File: src/rtl/z80_cmd_port_if.sv
// Z80 wrapper I/O bus as seen by a peripheral: address, data both ways, strobes and interrupt requests.
// The master side is the Z80 wrapper; the slave side is the responding peripheral.
interface z80_cmd_port_if;
  logic [15:0] adr;
  logic [7:0]  cpu_dout;
  logic [7:0]  cpu_din;
  logic        rd;
  logic        wr;
  logic        iw;
  logic        ir;
  logic        intreq;
  logic        nmireq;

  modport master (
    output adr, cpu_dout, rd, wr, iw, ir,
    input  cpu_din, intreq, nmireq
  );

  modport slave (
    input  adr, cpu_dout, rd, wr, iw, ir,
    output cpu_din, intreq, nmireq
  );
endinterface

File: src/rtl/z80_cmd_port.sv
// Host<->Z80 command/reply port with status/control register and periodic NMI timer.
// Strobe actions take effect one clk after the strobe rising edge; define CMD_FIFO_EN for a 4-deep command FIFO.
module z80_cmd_port #(
  parameter logic [7:0]  CMD_PORT  = 8'h00,
  parameter logic [7:0]  CTL_PORT  = 8'h01,
  parameter logic [15:0] TIMER_DIV = 16'd10000,
  parameter logic [7:0]  NMI_WIDTH = 8'd8
) (
  input  logic           clk,
  input  logic           reset_n,
  z80_cmd_port_if.slave  bus,
  input  logic           host_wr,
  input  logic [7:0]     host_data,
  output logic           host_busy,
  output logic [7:0]     host_reply
);

  logic        iw_q, ir_q;
  logic        iw_edge, ir_edge, ir_fall;
  logic        cmd_sel, ctl_sel;
  logic        cmd_rd, cmd_wr, ctl_wr;
  logic        pending, overrun;
  logic [7:0]  cmd_dat;
  logic        nmi_en, nmireq_q, tmr_wrap;
  logic [15:0] tmr_cnt;
  logic [7:0]  nmi_cnt;
  logic        unused_ok;

  assign unused_ok = ^{bus.rd, bus.wr, bus.adr[15:8]};

  assign iw_edge = bus.iw & ~iw_q;
  assign ir_edge = bus.ir & ~ir_q;
  assign ir_fall = ir_q & ~bus.ir;
  assign cmd_sel = (bus.adr[7:0] == CMD_PORT);
  assign ctl_sel = (bus.adr[7:0] == CTL_PORT);
  assign cmd_rd  = ir_edge & cmd_sel;
  assign cmd_wr  = iw_edge & cmd_sel;
  assign ctl_wr  = iw_edge & ctl_sel;

`ifdef CMD_FIFO_EN
  logic [7:0] fifo_mem [4];
  logic [1:0] rd_ptr, wr_ptr;
  logic [2:0] count;
  logic       pop_armed, push, pop;

  // The head is popped only when the read strobe falls, so cpu_din stays stable for the whole access.
  assign pop  = ir_fall & pop_armed & (count != 3'd0);
  assign push = host_wr & ((count != 3'd4) | pop);

  always_ff @(posedge clk or negedge reset_n) begin
    if (!reset_n) begin
      rd_ptr    <= 2'd0;
      wr_ptr    <= 2'd0;
      count     <= 3'd0;
      pop_armed <= 1'b0;
      overrun   <= 1'b0;
    end else begin
      if (cmd_rd)       pop_armed <= 1'b1;
      else if (ir_fall) pop_armed <= 1'b0;
      if (pop)  rd_ptr <= rd_ptr + 2'd1;
      if (push) wr_ptr <= wr_ptr + 2'd1;
      if (push && !pop)      count <= count + 3'd1;
      else if (pop && !push) count <= count - 3'd1;
      if (host_wr && !push) overrun <= 1'b1;
      else if (cmd_rd)      overrun <= 1'b0;
    end
  end

  always_ff @(posedge clk) begin
    if (push) fifo_mem[wr_ptr] <= host_data;
  end

  assign pending   = (count != 3'd0);
  assign host_busy = (count == 3'd4);
  assign cmd_dat   = fifo_mem[rd_ptr];
`else
  logic [7:0] cmd_latch;
  logic       pending_q;

  // A host write coincident with the acknowledging read wins: the new byte stays pending.
  always_ff @(posedge clk or negedge reset_n) begin
    if (!reset_n) begin
      cmd_latch <= 8'h00;
      pending_q <= 1'b0;
      overrun   <= 1'b0;
    end else if (host_wr) begin
      cmd_latch <= host_data;
      pending_q <= 1'b1;
      overrun   <= cmd_rd ? 1'b0 : (overrun | pending_q);
    end else if (cmd_rd) begin
      pending_q <= 1'b0;
      overrun   <= 1'b0;
    end
  end

  assign pending   = pending_q;
  assign host_busy = pending_q;
  assign cmd_dat   = cmd_latch;
`endif

  assign tmr_wrap = (tmr_cnt == TIMER_DIV - 16'd1);

  always_ff @(posedge clk or negedge reset_n) begin
    if (!reset_n) begin
      iw_q       <= 1'b0;
      ir_q       <= 1'b0;
      host_reply <= 8'h00;
      nmi_en     <= 1'b0;
      tmr_cnt    <= 16'd0;
      nmi_cnt    <= 8'd0;
      nmireq_q   <= 1'b0;
    end else begin
      iw_q <= bus.iw;
      ir_q <= bus.ir;
      if (cmd_wr) host_reply <= bus.cpu_dout;
      if (ctl_wr) nmi_en <= bus.cpu_dout[0];
      if (ctl_wr && bus.cpu_dout[1]) begin
        tmr_cnt  <= 16'd0;
        nmi_cnt  <= 8'd0;
        nmireq_q <= 1'b0;
      end else begin
        tmr_cnt <= tmr_wrap ? 16'd0 : tmr_cnt + 16'd1;
        // An active pulse always runs to completion and masks any wrap that lands inside it.
        if (nmireq_q) begin
          if (nmi_cnt == 8'd0) nmireq_q <= 1'b0;
          else                 nmi_cnt  <= nmi_cnt - 8'd1;
        end else if (tmr_wrap && nmi_en) begin
          nmireq_q <= 1'b1;
          nmi_cnt  <= NMI_WIDTH - 8'd1;
        end
      end
    end
  end

  always_comb begin
    bus.cpu_din = 8'hFF;
    if (bus.ir) begin
      if (cmd_sel)      bus.cpu_din = cmd_dat;
      else if (ctl_sel) bus.cpu_din = {pending, nmi_en, overrun, 5'b0};
    end
  end

  assign bus.intreq = pending;
  assign bus.nmireq = nmireq_q;

endmodule
File: src/flat_wrapper.sv
// flat-port wrapper written by rule: the top's interface ports become plain ports
module z80_cmd_port_flat 
#(
  parameter logic [7:0]  CMD_PORT  = 8'h00,
  parameter logic [7:0]  CTL_PORT  = 8'h01,
  parameter logic [15:0] TIMER_DIV = 16'd10000,
  parameter logic [7:0]  NMI_WIDTH = 8'd8
)
  (clk, reset_n, host_wr, host_data, host_busy, host_reply, bus_adr, bus_cpu_dout, bus_rd, bus_wr, bus_iw, bus_ir, bus_cpu_din, bus_intreq, bus_nmireq);
  z80_cmd_port_if bus_i ();
  input  logic clk;
  input  logic reset_n;
  input  logic host_wr;
  input  logic [7:0] host_data;
  output logic host_busy;
  output logic [7:0] host_reply;
  input wire logic [$bits(bus_i.adr)-1:0] bus_adr;
  input wire logic [$bits(bus_i.cpu_dout)-1:0] bus_cpu_dout;
  input wire logic [$bits(bus_i.rd)-1:0] bus_rd;
  input wire logic [$bits(bus_i.wr)-1:0] bus_wr;
  input wire logic [$bits(bus_i.iw)-1:0] bus_iw;
  input wire logic [$bits(bus_i.ir)-1:0] bus_ir;
  output wire logic [$bits(bus_i.cpu_din)-1:0] bus_cpu_din;
  output wire logic [$bits(bus_i.intreq)-1:0] bus_intreq;
  output wire logic [$bits(bus_i.nmireq)-1:0] bus_nmireq;
  assign bus_i.adr = bus_adr;
  assign bus_i.cpu_dout = bus_cpu_dout;
  assign bus_i.rd = bus_rd;
  assign bus_i.wr = bus_wr;
  assign bus_i.iw = bus_iw;
  assign bus_i.ir = bus_ir;
  assign bus_cpu_din = bus_i.cpu_din;
  assign bus_intreq = bus_i.intreq;
  assign bus_nmireq = bus_i.nmireq;
  z80_cmd_port #(.CMD_PORT(CMD_PORT), .CTL_PORT(CTL_PORT), .TIMER_DIV(TIMER_DIV), .NMI_WIDTH(NMI_WIDTH)) u_core (.clk(clk), .reset_n(reset_n), .bus(bus_i), .host_wr(host_wr), .host_data(host_data), .host_busy(host_busy), .host_reply(host_reply));
endmodule
File: config.mk
export PLATFORM = sky130hd
export DESIGN_NAME = z80_cmd_port_flat
export DESIGN_NICKNAME = d
export VERILOG_FILES = /design/src/rtl/z80_cmd_port_if.sv /design/src/rtl/z80_cmd_port.sv /design/src/flat_wrapper.sv
export SDC_FILE = /design/constraint.sdc
export NUM_CORES = 1
export LEC_CHECK = 0
export CORE_UTILIZATION = 53
export CTS_CLUSTER_SIZE = 28
export DETAILED_ROUTE_END_ITERATION = 10
export PLACE_DENSITY_LB_ADDON = 0.2
export SETUP_SLACK_MARGIN = 0.2
export SYNTH_ARGS = -nofsm -noshare
export SYNTH_HDL_FRONTEND = slang
export SYNTH_SLANG_ARGS = --single-unit
File: constraint.sdc
create_clock -name clk -period 4.7 [get_ports clk]
set_input_delay 0.47 -clock clk [delete_from_list [all_inputs] [get_ports clk]]
set_output_delay 0.47 -clock clk [all_outputs]
set_load 0.02 [all_outputs]
==> results.cfg <==
[run_status]
outcome = finished, final reports clean

[global_routing]
track_usage = 0.2143
grt-ovfl-total = 0
grt_pass1_wl_mm = 7.307
grt_pass1_vias = 1644
antenna_found_initial = 0
grt_max_degree = 47

[detailed_routing]
drt_iter0_markers = 115
vias = 1730
viasPerCell = 5.599
drtPass1Iterations = 4
wl_per_cell_um = 14.29
drc = 0
ant_nets = 0
routed_wl_mm = 4.415

[clocking]
cts_setup_buffers = 0
clockBufferDepth = 2
numCtsBuffers = 5
holdBufCountCts = 0
htreeDepth = 2
clkSinkCount = 46
cts-resized-gates = 0
clk_latency_ps = 290
cts.clk_slew.worst_paths_ps = 80
cts_tree = built
cts-root-buf = clkbuf_8

[critical_path]
critPathSlowestCell = clkdlybuf4s50_1
reg2reg_slack_ps = 2810
arrival_ps = 2660
start_kind = input pin
crit_path_max_fanout = 9
rr_worst_depth = 5
cpPeakStageDelay_ps = 560
end_kind = output port
crit_type = in2out
r2r-start = u_core.nmi_cnt[0]
path_cells = clkdlybuf4s50_1 -> nor4_2 -> and3b_1 -> mux2i_1 -> nand2_1 -> clkdlybuf4s50_1
cpMostUsedCell = clkdlybuf4s50_1
required_ps = 4230
r2r-end = u_core.nmi_cnt[1]

[logic_synthesis]
ys_ff_latch = 46
syn_area_per_cell_sq_um = 10.52
synthDistinctLibCells = 43
yosys_warnings = 0
syn_inst = 218
seq_area_frac_synth = 0.5019
netlist_area_sq_um = 2293
synth.net_count = 259

[timing]
layout_setup_ws_ps = 1573
hold_viol = 0
tightest_slew_ps = 998.5
finalMaxSlewViolations = 0
period_minus_slack_ps = 3127
tns_ps = 0
whs_ps = 336.1
rsz0062_at_grt = no
fmax_mhz = 319.8
post-route-period-util = 0.6654
maxSlewHeadroom = 0.3344
worst_clock_skew_ps = 9.676
setup_viol = 0

[place]
dpl.hpwl_mm = 3.123
pre_cts_ws_ps = 1586
place.gp.congestion = 0.7871
portBuffers = 47

[power]
power_frac_clock = 0.335
internal_power_uw = 659.9
ir_drop_mv = 0.2337
seqPwrFrac = 0.555
combPwrFrac = 0.110
p_per_area_nw_per_um2 = 302.5
p_switching_uw = 210.3
total_power_uw = 870.2
switching_share = 0.2417
leakage_uw = 0.001202

[job]
max-cap-violations = 0

[floorplanning]
initial_utilization = 0.5612
ioPinCount = 58
dieWidth_um = 67.78
core_area_sq_um = 4086
rows = 23
die_y_um = 67.78
dieArea_sq_um = 4594

[final_layout]
drive_gt1_frac = 0.1042
n_antenna_cell = 0
syn2layout_area_growth_pct = 25.42
num-nets-final = 300

[min_path]
hp-class = in2async
Yosys cell counts (all sizes together):
| master | instances | area [sq um] |
|---|---|---|
| a211o | 1 | 10.01 |
| a21oi | 10 | 53.80 |
| a41o | 1 | 10.01 |
| a41oi | 1 | 8.760 |
| and2 | 3 | 18.77 |
| and3 | 3 | 18.77 |
| and3b | 1 | 8.760 |
| and4 | 5 | 43.79 |
| and4bb | 2 | 25.02 |
| buf | 5 | 27.53 |
| clkbuf | 8 | 30.03 |
| dfrtp | 46 | 1151 |
| ha | 2 | 25.02 |
| inv | 7 | 26.28 |
| mux2 | 18 | 202.7 |
| mux2i | 2 | 20.02 |
| nand2 | 21 | 78.83 |
| nand2b | 3 | 18.77 |
| nand3 | 5 | 25.02 |
| nand3b | 1 | 7.510 |
| nand4 | 9 | 56.30 |
| nor2 | 20 | 75.07 |
| nor2b | 1 | 6.260 |
| nor3 | 4 | 20.02 |
| nor4 | 4 | 37.53 |
| nor4b | 1 | 8.760 |
| o211ai | 2 | 15.01 |
| o21ai | 3 | 15.01 |
| o21ba | 1 | 10.01 |
| o21bai | 2 | 15.01 |
| o31a | 4 | 35.03 |
| o41a | 1 | 11.26 |
| or2b | 1 | 8.760 |
| or3 | 3 | 18.77 |
| or3b | 1 | 8.760 |
| or4 | 2 | 18.77 |
| xnor2 | 4 | 35.03 |
| xor2 | 10 | 87.58 |
worst max path at each step:
| stage | to | slack, ps | from | cells after the start |
|---|---|---|---|---|
| global placement | bus_cpu_din[6] | 1600 | bus_adr[5] | 6 |
| global route | bus_cpu_din[5] | 1470 | bus_adr[5] | 6 |
| finish | bus_cpu_din[6] | 1570 | bus_adr[5] | 6 |
| detailed placement | bus_cpu_din[6] | 1590 | bus_adr[5] | 6 |
| CTS | bus_cpu_din[6] | 1580 | bus_adr[5] | 6 |
| floorplan | bus_cpu_din[5] | 2720 | bus_adr[5] | 5 |
power groups by stage:
stage / combinational [uW] / sequential (uW) / clock, uW
after floorplan: 59.9 / 473 / 0
after global routing: 109 / 489 / 319
after CTS: 97.7 / 482 / 299
after detailed placement: 97.4 / 489 / 0
final: 95.6 / 483 / 291
after global placement: 92.7 / 487 / 0
worst max-delay path, delay by kind of cell:
family	cells	cell delay (ps)
mux	1	240
buf+inv	2	980
simple gates	3	960
sequential cells by signal, summed over array words and instances, names as in the netlist:
register           cells
u_core.tmr_cnt        16
u_core.cmd_dat         8
u_core.host_reply      8
u_core.nmi_cnt         8
u_core.bus.intreq      1
u_core.bus.nmireq      1
u_core.ir_q            1
u_core.iw_q            1
u_core.nmi_en          1
u_core.overrun         1
placed cells by master (no fill, tap or decap), drive strengths merged, types with 4 or more instances in the layout:
| cell type | n |
|---|---|
| nor4 | 4 |
| nor3 | 4 |
| nor2 | 20 |
| dfrtp | 46 |
| o31a | 4 |
| and4 | 5 |
| clkdlybuf4s50 | 46 |
| nand3 | 5 |
| clkbuf | 6 |
| nand2 | 21 |
| nand4 | 9 |
| inv | 7 |
| xnor2 | 4 |
| a21oi | 10 |
| xor2 | 10 |
| mux2 | 18 |
cell type report:
cell class / instances / area, sq um
Clock inverter: 1 / 30.03
Fill cell: 321 / 1210
Multi-Input combinational cell: 152 / 1059
Inverter: 7 / 26.28
Clock buffer: 6 / 82.58
Timing Repair Buffer: 47 / 465.4
Tap cell: 50 / 62.56
Sequential cell: 46 / 1151
logic make-up after synthesis:
kind of cell               Yosys count  synth area share
DFF                                 46            0.5019
and+or+nand+nor                     90            0.2199
xor gates and xnor gates            14           0.05346
adders and majority gates            2           0.01091
buffers and inverters               20           0.03656
AOI/OAI and AO/OA                   26           0.08019
muxes                               20           0.09711
stage by stage:
stage	area, sq um	cells	utilization
2_1_floorplan	2293	218	-
3_3_place_gp	2764	302	0.6764
3_5_place_dp	2764	302	0.6764
4_1_cts	2877	309	0.7039
5_1_grt	2877	309	0.7039
6_report	2877	309	0.7039
routing by layer:
metal / vias to the layer above / share of wire / global-route usage
met5: - / 0 / 0
met4: 0 / 0.012 / 0.07031
met3: 7 / 0.048 / 0.06250
met2: 33 / 0.48 / 0.3416
met1: 835 / 0.46 / 0.2783
li1: 855 / - / -
Power figures use the tool's default switching activity.
